--- src/rtl/keypad_pkg.sv ---
// Shared types, hex keypad layout and key-code helpers for the keypad scanner.
package keypad_pkg;

    typedef enum logic [1:0] {
        SCAN,
        DEB_PRESS,
        HELD,
        DEB_RELEASE
    } state_t;

    // Physical 4x4 hex pad, row 0 at the top, column 0 on the left.
    localparam logic [3:0] HEX_LUT [4][4] = '{
        '{4'h1, 4'h2, 4'h3, 4'hC},
        '{4'h4, 4'h5, 4'h6, 4'hD},
        '{4'h7, 4'h8, 4'h9, 4'hE},
        '{4'hA, 4'h0, 4'hB, 4'hF}
    };

    function automatic int code_width(input int nrows, input int ncols, input int hex_map);
        int w;
        w = $clog2(nrows * ncols);
        return ((hex_map != 0) && (w < 4)) ? 4 : w;
    endfunction

    function automatic logic [7:0] key_encode(input int r, input int c, input int ncols,
                                              input bit hex_map);
        if (hex_map)
            return {4'h0, HEX_LUT[r[1:0]][c[1:0]]};
        return 8'(r * ncols + c);
    endfunction

endpackage

--- src/rtl/keypad_sync.sv ---
// Two-flop synchroniser for the asynchronous row inputs; resets to all-ones (no key).
// Latency 2 cycles; no flow control.
module keypad_sync #(
    parameter int W = 4
) (
    input  logic         i_clk,
    input  logic         i_rst_n,
    input  logic [W-1:0] i_d,
    output logic [W-1:0] o_q
);

    logic [W-1:0] r_meta;
    logic [W-1:0] r_sync;

    always_ff @(posedge i_clk or negedge i_rst_n) begin
        if (!i_rst_n) begin
            r_meta <= '1;
            r_sync <= '1;
        end else begin
            r_meta <= i_d;
            r_sync <= r_meta;
        end
    end

    assign o_q = r_sync;

endmodule

--- src/rtl/keypad_scanner.sv ---
// Matrix keypad scanner: column scan, press/release debounce, one-cycle strobe per accepted key.
// Strobe arrives DEBOUNCE_CYCLES after the stable sample; no backpressure, the consumer must take key_valid.
module keypad_scanner
    import keypad_pkg::*;
#(
    parameter int NROWS           = 4,
    parameter int NCOLS           = 4,
    parameter int SCAN_DIV        = 4,
    parameter int DEBOUNCE_CYCLES = 20000,
    parameter int HEX_MAP         = 1,
    localparam int KW             = code_width(NROWS, NCOLS, HEX_MAP)
) (
    input  logic             clk,
    input  logic             reset,
    input  logic [NROWS-1:0] row_n,
    output logic [NCOLS-1:0] col_n,
    output logic             key_valid,
    output logic [KW-1:0]    key_code,
    output logic             key_held
);

    localparam int CW = $clog2(NCOLS);
    localparam int RW = $clog2(NROWS);
    localparam int DW = $clog2(SCAN_DIV);
    localparam int TW = $clog2(DEBOUNCE_CYCLES);
    localparam int NW = $clog2(NROWS + 1);

    state_t           r_state;
    logic [CW-1:0]    r_col;
    logic [DW-1:0]    r_div;
    logic [TW-1:0]    r_cnt;
    logic [NROWS-1:0] r_pat;
    logic [RW-1:0]    r_row;
    logic [NCOLS-1:0] r_col_n;
    logic             r_valid;
    logic [KW-1:0]    r_code;
    logic             r_held;

    logic [NROWS-1:0] w_rows_s;
    logic [NW-1:0]    w_nlow;
    logic [RW-1:0]    w_low_idx;
    logic [CW-1:0]    w_col_nxt;
    logic [NCOLS-1:0] w_col_n_nxt;
    logic             w_dwell_end;
    logic             w_deb_done;
    logic             w_row_up;
    logic [KW-1:0]    w_code_new;

    keypad_sync #(.W(NROWS)) u_sync (
        .i_clk   (clk),
        .i_rst_n (reset),
        .i_d     (row_n),
        .o_q     (w_rows_s)
    );

    always_comb begin
        w_nlow    = '0;
        w_low_idx = '0;
        for (int i = 0; i < NROWS; i++) begin
            if (!w_rows_s[i]) begin
                w_nlow    = w_nlow + 1'b1;
                w_low_idx = RW'(i);
            end
        end
    end

    assign w_col_nxt   = (r_col == CW'(NCOLS - 1)) ? '0 : r_col + 1'b1;
    assign w_col_n_nxt = ~(NCOLS'(1) << w_col_nxt);
    assign w_dwell_end = (r_div == DW'(SCAN_DIV - 1));
    // The sample/HELD-detect cycle counts as the first stable cycle, so the counter stops one short.
    assign w_deb_done  = (r_cnt == TW'(DEBOUNCE_CYCLES - 2));
    assign w_row_up    = w_rows_s[r_row];
    assign w_code_new  = KW'(key_encode(int'(r_row), int'(r_col), NCOLS, HEX_MAP != 0));

    always_ff @(posedge clk or negedge reset) begin
        if (!reset) begin
            r_state <= SCAN;
            r_col   <= '0;
            r_div   <= '0;
            r_cnt   <= '0;
            r_pat   <= '1;
            r_row   <= '0;
            r_col_n <= {{(NCOLS-1){1'b1}}, 1'b0};
            r_valid <= 1'b0;
            r_code  <= '0;
            r_held  <= 1'b0;
        end else begin
            r_valid <= 1'b0;
            case (r_state)
                SCAN: begin
                    if (w_dwell_end) begin
                        r_div <= '0;
                        if (w_nlow == NW'(1)) begin
                            r_state <= DEB_PRESS;
                            r_pat   <= w_rows_s;
                            r_row   <= w_low_idx;
                            r_cnt   <= '0;
                        end else begin
                            r_col   <= w_col_nxt;
                            r_col_n <= w_col_n_nxt;
                        end
                    end else begin
                        r_div <= r_div + 1'b1;
                    end
                end
                DEB_PRESS: begin
                    if (w_rows_s != r_pat) begin
                        r_state <= SCAN;
                        r_cnt   <= '0;
                        r_col   <= w_col_nxt;
                        r_col_n <= w_col_n_nxt;
                    end else if (w_deb_done) begin
                        r_state <= HELD;
                        r_cnt   <= '0;
                        r_valid <= 1'b1;
                        r_code  <= w_code_new;
                        r_held  <= 1'b1;
                    end else begin
                        r_cnt <= r_cnt + 1'b1;
                    end
                end
                HELD: begin
                    if (w_row_up) begin
                        r_state <= DEB_RELEASE;
                        r_cnt   <= '0;
                    end
                end
                DEB_RELEASE: begin
                    if (!w_row_up) begin
                        r_state <= HELD;
                        r_cnt   <= '0;
                    end else if (w_deb_done) begin
                        r_state <= SCAN;
                        r_cnt   <= '0;
                        r_held  <= 1'b0;
                        r_col   <= w_col_nxt;
                        r_col_n <= w_col_n_nxt;
                    end else begin
                        r_cnt <= r_cnt + 1'b1;
                    end
                end
                default: r_state <= SCAN;
            endcase
        end
    end

    assign col_n     = r_col_n;
    assign key_valid = r_valid;
    assign key_code  = r_code;
    assign key_held  = r_held;

endmodule

--- config.mk ---
export PLATFORM = sky130hd
export DESIGN_NAME = keypad_scanner
export DESIGN_NICKNAME = d
export VERILOG_FILES = /design/src/rtl/keypad_pkg.sv /design/src/rtl/keypad_sync.sv /design/src/rtl/keypad_scanner.sv
export SDC_FILE = /design/constraint.sdc
export NUM_CORES = 1
export LEC_CHECK = 0
export ABC_AREA = 1
export CAP_MARGIN = 20
export CELL_PAD_IN_SITES_DETAIL_PLACEMENT = 0
export CELL_PAD_IN_SITES_GLOBAL_PLACEMENT = 1
export CORE_MARGIN = 4
export CORE_UTILIZATION = 45
export CTS_BUF_LIST = sky130_fd_sc_hd__clkbuf_16
export CTS_CLUSTER_DIAMETER = 150
export CTS_CLUSTER_SIZE = 14
export DETAILED_ROUTE_END_ITERATION = 16
export PLACE_DENSITY_LB_ADDON = 0.05
export SYNTH_ARGS = -nofsm -noshare
export SYNTH_HDL_FRONTEND = slang
export SYNTH_SLANG_ARGS = --single-unit
--- constraint.sdc ---
create_clock -name clk -period 2.95 [get_ports clk]
set_input_delay 0.7375 -clock clk [delete_from_list [all_inputs] [get_ports clk]]
set_output_delay 0.7375 -clock clk [all_outputs]
set_load 0.01 [all_outputs]
==> summary.txt <==
Setup path
  • WP data required: 3160 ps
  • Kind of critical path: reg -> reg
  • Startpoint Class: register
  • CP Capture Type: register
  • Crit-path max FO: 12
  • Worst EP arrival: 2600 ps

Placement
  • GPL Wtd Cong: 0.809
  • Port Buffer Count: 15
  • Dpl hpwl: 3940 um
  • Placed insts: 432

Cells and area
  • Fill cells: 572
  • Share of cells above drive strength 1: 18.9%
  • Final antenna diode count: 0
  • Finished Layout Cells: 440
  • Nets@finish: 387
  • P&R area growth vs syn: 13.0%

Synthesis
  • Async SR Flop Fraction: 100%
  • Mapped Nets: 367
  • Mapped Cells: 344
  • Top FF cell, synth: dfrtp_1
  • Post-synth EDFFs: 0
  • Seq/Total Area, Yosys: 41.5%
  • Mapped cell area: 2760 um^2
  • Yosys reg bits: 45
  • Post-Syn Area per Cell: 8.01 um^2
  • Ys Warns: 0
  • Synth cell types: 28

Clock tree
  • CTS root buf: clkbuf_16
  • Setup bufs post-CTS: 0
  • CTS tree: yes
  • CTS Buf Count: 5
  • CTS clk-pin slew, worst paths: 60 ps
  • CTS max path bufs: 2
  • Cts repair resizes: 0
  • Hold Buf Count CTS: 0
  • Worst skew pair latency: 280 ps
  • Sink Count: 45
  • H-tree depth: 2

STA
  • Clk_skew: 6.03 ps
  • Achievable frequency: 418 MHz
  • Final Hold Fails: 0
  • RSZ-0062 raised after global routing: no
  • Setup TNS Final: 0 ps
  • Max Slew Vio Count: 0
  • Tmin final: 2390 ps
  • Setup violations, final: 0
  • Worst Max-Slew Pin Slew: 928 ps
  • Final period util: 81.1%
  • Slew HR: 38.1%

Floorplan
  • Die Area: 7440 um^2
  • Die span in x: 86.3 um
  • Top Ports: 16
  • Core area: 5920 um^2
  • Num rows: 28
  • Initial Util: 46.6%
  • Die Height: 86.3 um

Route
  • Drt drc: 0
  • Vias: 2147
  • Vias per cell: 4.88
  • First-pass DRT Iterations: 4
  • DR WL/cell: 12.4 um
  • Drt total wl: 5460 um
  • Antenna-violating nets left: 0
  • Initial DRC Count: 88

Job
  • Max-cap violations: 0

Global routing
  • Met2 Usage GRT: 24.9%
  • Gr busiest metal: met2
  • Initial antenna violation count: 0
  • Largest net degree at the start of global routing: 41
  • Met3 usage: 3.14%
  • Tot GR Track Use: 16.5%
  • Total grt overflow: 0
  • Vias in the first global route: 2072
  • Met1 global-route usage: 24.0%
  • First-pass GRT wire length: 9800 um

Power and ir drop
  • Peak supply drop: 0.000494 V
  • Leakage power: 1.46 nW
  • PwrDens: 757 nW/um^2
  • Total power: 2.36 mW

Worst hold path
  • Worst Hold Class: reg -> reg

Outcome
  • Status: finished clean
cell families (layout without fill, tap and decap cells):
group                    count (synthesis)  count (layout)  share of synthesized area (%)
AO/OA/AOI/OAI                           37              37                           8.44
buffers and inverters                   49              70                           7.35
XOR/XNOR                                10              10                           3.18
adder cells (fa/ha/maj)                 17              17                           7.72
AND/OR/NAND/NOR                        186             186                           31.8
flip-flops                              45              45                           41.5
path summary, 6_finish.rpt:
check	start	end	slack [ps]	cells past startpoint
max reg2reg	u_sync.o_q[0]	r_row[1]	560	12
min reg2reg	u_sync.r_meta[1]	u_sync.o_q[1]	360	0
min in group asynchronous	reset	key_valid	590	1
max	u_sync.o_q[0]	r_row[1]	560	12
max in group asynchronous	reset	u_sync.o_q[2]	1650	2
min	u_sync.r_meta[1]	u_sync.o_q[1]	360	0
power by group:
part / leakage (nW) / internal, mW / switching [mW]
sequential: 0.563 / 0.779 / 0.128
combinational: 0.816 / 0.344 / 0.572
clock: 0.0767 / 0.308 / 0.226
cells in the mapped netlist (8+ instances only):
cell / number / area, um^2
dfrtp_1: 30 / 751
nand2_2: 8 / 50.1
o21ai_2: 8 / 70.1
nand4_1: 11 / 68.8
dfstp_2: 15 / 394
inv_2: 11 / 41.3
nand2_1: 102 / 383
ha_1: 17 / 213
nor2_1: 20 / 75.1
inv_1: 34 / 128
o21ai_0: 17 / 85.1
nand3_1: 27 / 135
through the flow:
step	hold WS [ps]	worst slack [ps]	area, um^2	utilization (%)
floorplan	345	784	2760	-
global placement	346	640	2980	50.3
detailed placement	347	581	2980	50.3
CTS	356	533	3120	52.6
global route	365	271	3120	52.6
finish	355	558	3120	52.6
area by class of cell:
type                    instances  area [um^2]  area share, %
flip-flops and latches         45         1140           36.7
inverters                      45          169           5.42
clock inverters                 3         13.8          0.442
multi-input cells             250         1410           45.2
repair buffers                 17          160           5.14
clock buffers                   5          125           4.02
well taps                      75         93.8           3.01
metal layers:
layer	wire length [um]	up-vias	share of wire [%]
met5	0	-	0
met4	53	0	0.97
met3	180	5	3.3
met2	2340	26	43
met1	2890	978	53
li1	-	1138	-
critical path: stages (launching register included):
cell and delay, ps:
dfstp_2 570, inv_1 70, ha_1 330, nand2_1 110
nand2_2 70, ha_1 290, nor2_1 100, nand3_1 80
nand2_1 100, nand2_2 70, nor2_2 310, o21ai_0 140
o21ai_0 90
layout by cell type (no fill, tap or decap):
cell / count
xnor2_1: 4
ha_1: 17
nor3_1: 2
nand4_1: 11
buf_4: 2
clkbuf_16: 5
xor2_1: 6
nand2_4: 2
a22oi_1: 1
dfrtp_1: 30
nand2_1: 102
dfstp_2: 15
o21ai_2: 8
a21oi_2: 1
clkdlybuf4s50_1: 14
o21ai_1: 5
nor3_2: 2
inv_2: 11
nand2_2: 8
nor2_1: 20
nand3_2: 3
inv_4: 1
a21oi_1: 4
a21oi_4: 1
nand3_1: 27
buf_2: 1
nor2_2: 4
inv_1: 36
o21ai_0: 17
nor2_4: 5
flip-flops by register name, summed over array words and instances, names as in the netlist:
signal         flops
u_sync.r_meta      4
r_col              2
col_n              4
key_valid          1
r_row              2
r_div              2
key_held           1
u_sync.o_q         4
r_cnt             15
key_code           4
r_pat              4
r_state            2
(Power assumes the default switching activity.)
